==> src/rtl/numbotron_seq_if.sv <==
// ROM fetch and register-bank strobe bus of the numbotron program sequencer.
interface numbotron_seq_if #(
    parameter int PC_W = 5
);
    localparam int INSTR_W = PC_W + 4;

    logic [PC_W-1:0]    pc;
    logic [INSTR_W-1:0] instr;
    logic [3:0]         reg_z;
    logic [3:0]         reg_inc;
    logic [3:0]         reg_dec;
    logic [3:0]         reg_clr;

    modport master (
        output pc, reg_inc, reg_dec, reg_clr,
        input  instr, reg_z
    );

    modport slave (
        input  pc, reg_inc, reg_dec, reg_clr,
        output instr, reg_z
    );
endinterface

==> src/rtl/numbotron_seq.sv <==
// Counter-machine sequencer (INC/DECJZ/CLR/HALT) driving four NUMReg registers.
// Define NUMSEQ_STEP_EN for single-step mode (step/paused ports, PAUSE state).
module numbotron_seq #(
    parameter int PC_W = 5
) (
    input  logic        clk,
    input  logic        reset,
    input  logic        slowclk,
    input  logic        start,
    input  logic        stop,
`ifdef NUMSEQ_STEP_EN
    input  logic        step,
    output logic        paused,
`endif
    output logic        busy,
    output logic        halted,
    output logic [15:0] icount,
    numbotron_seq_if.master bus
);
    localparam int INSTR_W = PC_W + 4;

    typedef enum logic [2:0] {
        S_IDLE,
        S_FETCH,
        S_WAIT,
        S_HALT
`ifdef NUMSEQ_STEP_EN
        , S_PAUSE
`endif
    } state_e;

`ifdef NUMSEQ_STEP_EN
    localparam state_e S_NEXT = S_PAUSE;
`else
    localparam state_e S_NEXT = S_FETCH;
`endif

    localparam logic [1:0] OP_INC   = 2'b00;
    localparam logic [1:0] OP_DECJZ = 2'b01;
    localparam logic [1:0] OP_CLR   = 2'b10;
    localparam logic [1:0] OP_HALT  = 2'b11;

    state_e             state_q, state_d;
    logic [PC_W-1:0]    pc_q, pc_d;
    logic [INSTR_W-1:0] ir_q, ir_d;
    logic               ld_q, ld_d;
    logic [15:0]        icount_q, icount_d;

    logic [INSTR_W-1:0] cur;
    logic [1:0]         op;
    logic [1:0]         sel;
    logic [PC_W-1:0]    tgt;
    logic [PC_W-1:0]    pc_inc;
    logic               tick;
    logic [3:0]         inc_s, dec_s, clr_s;

    // ROM data only becomes valid in the first WAIT cycle, so decode it
    // directly then and from ir afterwards.
    assign cur    = ld_q ? bus.instr : ir_q;
    assign op     = cur[INSTR_W-1 -: 2];
    assign sel    = cur[INSTR_W-3 -: 2];
    assign tgt    = cur[PC_W-1:0];
    assign pc_inc = PC_W'(pc_q + 1'b1);
    assign tick   = (state_q == S_WAIT) & slowclk & ~stop;

    always_ff @(posedge clk or posedge reset) begin
        if (reset) begin
            state_q  <= S_IDLE;
            pc_q     <= '0;
            ir_q     <= '0;
            ld_q     <= 1'b0;
            icount_q <= '0;
        end else begin
            state_q  <= state_d;
            pc_q     <= pc_d;
            ir_q     <= ir_d;
            ld_q     <= ld_d;
            icount_q <= icount_d;
        end
    end

    always_comb begin
        state_d  = state_q;
        pc_d     = pc_q;
        ir_d     = ir_q;
        ld_d     = 1'b0;
        icount_d = icount_q;
        unique case (state_q)
            S_IDLE: begin
                if (start && !stop) state_d = S_FETCH;
            end
            S_FETCH: begin
                if (stop) begin
                    state_d = S_IDLE;
                end else begin
                    state_d = S_WAIT;
                    ld_d    = 1'b1;
                end
            end
            S_WAIT: begin
                if (ld_q) ir_d = bus.instr;
                if (stop) begin
                    state_d = S_IDLE;
                end else if (slowclk) begin
                    if (icount_q != 16'hFFFF) icount_d = icount_q + 16'd1;
                    state_d = S_NEXT;
                    unique case (op)
                        OP_INC:   pc_d = pc_inc;
                        OP_DECJZ: pc_d = bus.reg_z[sel] ? tgt : pc_inc;
                        OP_CLR:   pc_d = pc_inc;
                        OP_HALT:  state_d = S_HALT;
                    endcase
                end
            end
            S_HALT: begin
                if (stop) state_d = S_IDLE;
                else if (start) state_d = S_FETCH;
            end
`ifdef NUMSEQ_STEP_EN
            S_PAUSE: begin
                if (stop) state_d = S_IDLE;
                else if (step) state_d = S_FETCH;
            end
`endif
            default: state_d = S_IDLE;
        endcase
    end

    always_comb begin
        inc_s = '0;
        dec_s = '0;
        clr_s = '0;
        if (tick) begin
            unique case (op)
                OP_INC:   inc_s[sel] = 1'b1;
                OP_DECJZ: dec_s[sel] = ~bus.reg_z[sel];
                OP_CLR:   clr_s[sel] = 1'b1;
                OP_HALT:  ;
            endcase
        end
    end

    assign bus.reg_inc = inc_s;
    assign bus.reg_dec = dec_s;
    assign bus.reg_clr = clr_s;
    assign bus.pc      = pc_q;
    assign busy        = (state_q == S_FETCH) | (state_q == S_WAIT);
    assign halted      = (state_q == S_HALT);
    assign icount      = icount_q;
`ifdef NUMSEQ_STEP_EN
    assign paused      = (state_q == S_PAUSE);
`endif
endmodule

==> src/flat_wrapper.sv <==
// flat-port wrapper written by rule: the top's interface ports become plain ports
module numbotron_seq_flat 
#(
    parameter int PC_W = 5
)
  (clk, reset, slowclk, start, stop, busy, halted, icount, bus_pc, bus_reg_inc, bus_reg_dec, bus_reg_clr, bus_instr, bus_reg_z);
  numbotron_seq_if #(.PC_W(PC_W)) bus_i ();
  input  logic clk;
  input  logic reset;
  input  logic slowclk;
  input  logic start;
  input  logic stop;
  output logic busy;
  output logic halted;
  output logic [15:0] icount;
  output wire logic [$bits(bus_i.pc)-1:0] bus_pc;
  output wire logic [$bits(bus_i.reg_inc)-1:0] bus_reg_inc;
  output wire logic [$bits(bus_i.reg_dec)-1:0] bus_reg_dec;
  output wire logic [$bits(bus_i.reg_clr)-1:0] bus_reg_clr;
  input wire logic [$bits(bus_i.instr)-1:0] bus_instr;
  input wire logic [$bits(bus_i.reg_z)-1:0] bus_reg_z;
  assign bus_pc = bus_i.pc;
  assign bus_reg_inc = bus_i.reg_inc;
  assign bus_reg_dec = bus_i.reg_dec;
  assign bus_reg_clr = bus_i.reg_clr;
  assign bus_i.instr = bus_instr;
  assign bus_i.reg_z = bus_reg_z;
  numbotron_seq #(.PC_W(PC_W)) u_core (.clk(clk), .reset(reset), .slowclk(slowclk), .start(start), .stop(stop), .busy(busy), .halted(halted), .icount(icount), .bus(bus_i));
endmodule
==> config.mk <==
export PLATFORM = sky130hd
export DESIGN_NAME = numbotron_seq_flat
export DESIGN_NICKNAME = d
export VERILOG_FILES = /design/src/rtl/numbotron_seq_if.sv /design/src/rtl/numbotron_seq.sv /design/src/flat_wrapper.sv
export SDC_FILE = /design/constraint.sdc
export NUM_CORES = 1
export LEC_CHECK = 0
export ABC_AREA = 1
export CAP_MARGIN = 20
export CORE_MARGIN = 2
export CORE_UTILIZATION = 45
export CTS_CLUSTER_SIZE = 30
export DETAILED_ROUTE_END_ITERATION = 7
export HOLD_SLACK_MARGIN = 0.08
export PLACE_DENSITY_LB_ADDON = 0.08
export SLEW_MARGIN = 5
export SYNTH_ARGS = -nofsm -noshare
export SYNTH_HDL_FRONTEND = slang
export SYNTH_SLANG_ARGS = --single-unit
==> constraint.sdc <==
create_clock -name clk -period 1.81 [get_ports clk]
set_input_delay 0.362 -clock clk [delete_from_list [all_inputs] [get_ports clk]]
set_output_delay 0.362 -clock clk [all_outputs]
set_load 0.01 [all_outputs]
==> results.tsv <==
metric	value	unit
start_util	0.476	
wl_met2	2460	um
n_antenna_cell	0	
multi_input_area	1220	um2
hold_buffers	0	
layout_commonest_cell	nand2_1	
tightest_slew	429	ps
highest_layer	met4	
drt-total-wl	5310	um
vias_per_cell	5.00	
fill_cells	411	
drc	0	
cp_common_cell	buf_6	
drt_iter0_drc	100	
final_cell_mix	nand2_1, clkdlybuf4s50_1, dfrtp_1	
wirelength_met1	2520	um
fin_area	3060	um2
layout_setup_ws	-327	ps
ys_ff_latch	33	
dp_hpwl	3850	um
vias	2063	
cp_max_fo	7	
hold_class	in -> async	
syn_avg_cell_area	7.71	um2
area_growth	44.9	%
synth_cell_types	26	
fmax	0.468	GHz
slew_viol_final	0	
pre_cts_slack	-520	ps
ant_nets	0	
die_area	5260	um2
htreeDepth	2	
dp_cells	399	
grt_setup_unrepaired	yes	
cts_buffer_depth	2	
start_kind	flop	
io_pins	53	
critPathSlowestCell	dfrtp_2	
status	finished with violations	
fin_util	0.689	
first_pass_iters	4	
vdd_drop_max	0.788	mV
root_buffer	clkbuf_8	
setup_viol	12	
finClkSkew	2.26	ps
syn-instance-count	274	
fin_crit_sh	1.18	
violations	setup timing	
arrival	1780	ps
dieHeight	72.5	um
cp_num_buf_inv	4	
routedWlPerCell	12.9	um
grt_pass1_vias	1897	
core_area	4440	um2
power_density	1430	nW/um2
finalCriticalPeriod	2140	ps
syn_nets	298	
dr_wl_met3	281	um
drive_gt1_frac	0.285	
clk_latency	280	ps
cts.sinks	33	
grt_pass1_wl	8650	um
grt_max_degree	34	
gp_congestion	0.831	
p_total	4.39	mW
place_area	2870	um2
std_cell_rows	24	
required	1450	ps
yosys_warnings	0	
end_kind	output pin	
io_buffer_count	52	
cts_tree	built	
grt.total_usage	0.209	
cp_top_family	buffers and inverters	
final-instance-count-excl-fill	413	
ys_seq_area_frac	0.391	
synth_top_cell_area_share	0.391	
max_stage_delay	480	ps
final_hold_viol_count	0	
cp_cell_sequence	buf_6, o21ai_4, nand4_1, buf_4, buf_6, nor2_2, buf_2	
synthTopCellsByArea	dfrtp_1, nand2_1, nand3_1	
cts_buffers	5	
seq_area	827	um2
cts.clk_slew.worst_paths	70	ps
grt_remaining_overflow	0	
drv_cap	0	
crit_type	reg -> out	
finalNetCount	385	
die_x	72.5	um
synth_top_area_cell	dfrtp_1	
leakagePower	1.43	nW
relSlewSlack	0.714	
antenna_found_initial	0	
syn_area	2110	um2
-- what timing repair did --
action / in CTS / in global routing
setup endpoints to repair: 14 / 13
resized for setup: 50 / 23
buffers inserted: 5 / 2
pin swaps: 8 / 6
hold endpoints to repair: 0 / 0
-- worst paths after layout --
| check | end | slack (ps) | startpoint | cells past startpoint |
|---|---|---|---|---|
| max in group asynchronous | u_core.ld_q | 1010 | reset | 3 |
| min in group clk | u_core.ir_q[2] | 490 | u_core.ir_q[2] | 2 |
| max reg2reg | u_core.bus.pc[3] | 110 | u_core.ld_q | 13 |
| min reg2reg | u_core.ir_q[2] | 490 | u_core.ir_q[2] | 2 |
| min | u_core.icount[9] | 470 | reset | 3 |
| max | bus_reg_dec[2] | -330 | u_core.ld_q | 7 |
-- cell usage after synthesis (all sizes together) --
cell and n:
nand3 32, nor2 23, inv 34, mux2i 5
buf 3, dfrtp 33, ha 6, xor2 11
clkbuf 1, nand2 82, nand4 4, xnor2 2
nand3b 1, nor3 7, o21ai 30
-- worst min-delay path, cell delays in order --
cell and delay (ps):
clkdlybuf4s50_1 400, inv_1 50, buf_4 370
-- registers in the layout, summed over array words and instances, names as in the netlist --
name and cells:
u_core.state_q 2, u_core.ir_q 9, u_core.ld_q 1, u_core.icount 16, u_core.bus.pc 5
-- cell type report --
cell class	instances	share of cell area
timing repair buffer	84	0.241
sequential	33	0.270
clock buffer	7	0.0282
inverter	34	0.0425
multi-input combinational	203	0.397
tap	52	0.0212
-- metal layers --
| layer | GRT usage | up-vias |
|---|---|---|
| li1 | - | 1054 |
| met1 | 0.298 | 951 |
| met2 | 0.326 | 52 |
| met3 | 0.0431 | 6 |
| met4 | 0.0556 | 0 |
| met5 | 0 | - |
-- report_power, final --
| group | internal (mW) | switching [mW] | leakage [nW] |
|---|---|---|---|
| logic | 1.20 | 1.28 | 0.967 |
| clock network | 0.302 | 0.271 | 0.0443 |
| registers | 1.05 | 0.285 | 0.419 |
-- cells by family after synthesis --
group	share of synthesized area
and+or+nand+nor	0.326
buffers and inverters	0.0764
AOI/OAI and AO/OA	0.0941
muxes	0.0237
xor gates and xnor gates	0.0539
adders and majority gates	0.0355
DFF	0.391
-- per-stage QoR --
step	setup TNS, ps	hold slack, ps
2_1_floorplan	0	436
3_5_place_dp	-5960	473
3_3_place_gp	-5740	467
5_1_grt	-3150	506
6_report	-2010	473
4_1_cts	-1690	486
Power figures use the tool's default switching activity.
==> RTL edit: new RTL, same settings <==
The 4 states of `state_e` get a Gray code encoding in 2 bits.
--- a/src/rtl/numbotron_seq.sv
+++ b/src/rtl/numbotron_seq.sv
@@ -19,11 +19,11 @@
 );
     localparam int INSTR_W = PC_W + 4;
 
-    typedef enum logic [2:0] {
-        S_IDLE,
-        S_FETCH,
-        S_WAIT,
-        S_HALT
+    typedef enum logic [1:0] {
+        S_IDLE  = 2'b00,
+        S_FETCH = 2'b01,
+        S_WAIT  = 2'b11,
+        S_HALT  = 2'b10
 `ifdef NUMSEQ_STEP_EN
         , S_PAUSE
 `endif
Formal check against the unedited RTL: same outputs for any inputs over 10 cycles, from zero or initial values and one cycle with reset high; not proved beyond that.
==> RTL edit against the original RTL <==
The flow still finishes with violations (setup timing). First-iteration DRC count is 47% higher. Final area fell by 2.2%. Total power fell by 0.65%. Critical path type unchanged. Area after synthesis down 0.47%. Count of clock-buffer cells in the layout is the same. Global-route usage grew 0.37 points. Largest cell class unchanged. Sequential cell count unchanged. Wire length fell by 3.5%. Worst setup slack better by 0.18 ns.
==> RTL edit: results (changes against the original RTL) <==
| Metric | Value |
|---|---|
| Clk pwr share | `14.3% (+1.3 points)` |
| Synth top cells by count | `82 x nand2_1, 34 x inv_1, 33 x dfrtp_1, 28 x nand3_1, 24 x nor2_1` |
| Synth area leaders | `dfrtp_1 39%, nand2_1 15%, nand3_1 6.7%, inv_1 6.1%, nor2_1 4.3%` |
| Mean Syn Cell Area | `7.539 um^2 (-2.3%)` |
| CP delay by family, top | `simple AND/OR/NAND/NOR gates` |
| Total power | `4.364 mW (-0.65%)` |
| Seq/Total Area, Yosys | `39.26% (+0.19 points)` |
| Register share of total power | `31.4% (+1.0 points)` |
| Netlist cell types | `31 (+19%)` |
| Global-route wire length before repair | `8.873 mm (+2.6%)` |
| Vias | `2,035 (-1.4%)` |
| Final weighted congestion in routability-driven placement | `0.8073 (-2.9%)` |
| Worst Skew | `0.008477 ns (+0.006220 ns)` |
| Iter 0 DRT Violations | `147 (+47%)` |
| Internal | `2.535 mW (-0.72%)` |
| Worst slack at placement | `-0.5440 ns (-0.02436 ns)` |
| Non-CTS buffers | `79 (-6.0%)` |
| Number of cells on the worst reg-to-reg path | `12 (-1)` |
| Failing checks | `setup timing` |
| Share of layout cells above drive strength 1 | `26.87% (-1.7 points)` |
| R2r setup slk | `0.18 ns (+0.07 ns)` |
| Post-synthesis mux area share | `2.380% (+0.011 points)` |
| Setup ws final | `-0.1464 ns (+0.1806 ns)` |
| Worst slew pin tran | `0.4454 ns (+0.01643 ns)` |
| Comb_multi_in | `204 (+0.49%)` |
| Outcome | `complete, but fails checks` |
| Endpoints failing setup | `12 (unchanged)` |
RTL edit: cell count changes after synthesis, sizes merged, moves of 3 or more:
cell	delta
ha	-4
nand2	+3
inv	+3
o21ai	-4
nand3	-3
xnor2	+3
nor2	+3
RTL edit: per-layer routing:
metal / up-vias / routed length, um / GRT usage, %
met5: - / 0 / 0
met4: 0 / 68 / 5.451
met3: 8 / 217 / 4.861
met2: 33 / 2440 / 34.35
met1: 945 / 2398 / 28.92
li1: 1049 / - / -
RTL edit: worst min path at each step:
| stage | slack [ns] | endpoint | cells past startpoint |
|---|---|---|---|
| global placement | 0.47 | u_core.ir_q[6] | 2 |
| floorplan | 0.45 | u_core.ir_q[0] | 2 |
| global route | 0.50 | u_core.icount[13] | 3 |
| detailed placement | 0.48 | u_core.ir_q[6] | 2 |
| CTS | 0.48 | u_core.icount[13] | 3 |
| finish | 0.47 | u_core.icount[13] | 3 |
RTL edit: repair_timing:
action	CTS	global route
endpoints found under the setup margin	13	17
setup buffers	7	2
pin swaps	13	11
gates resized for setup	79	11
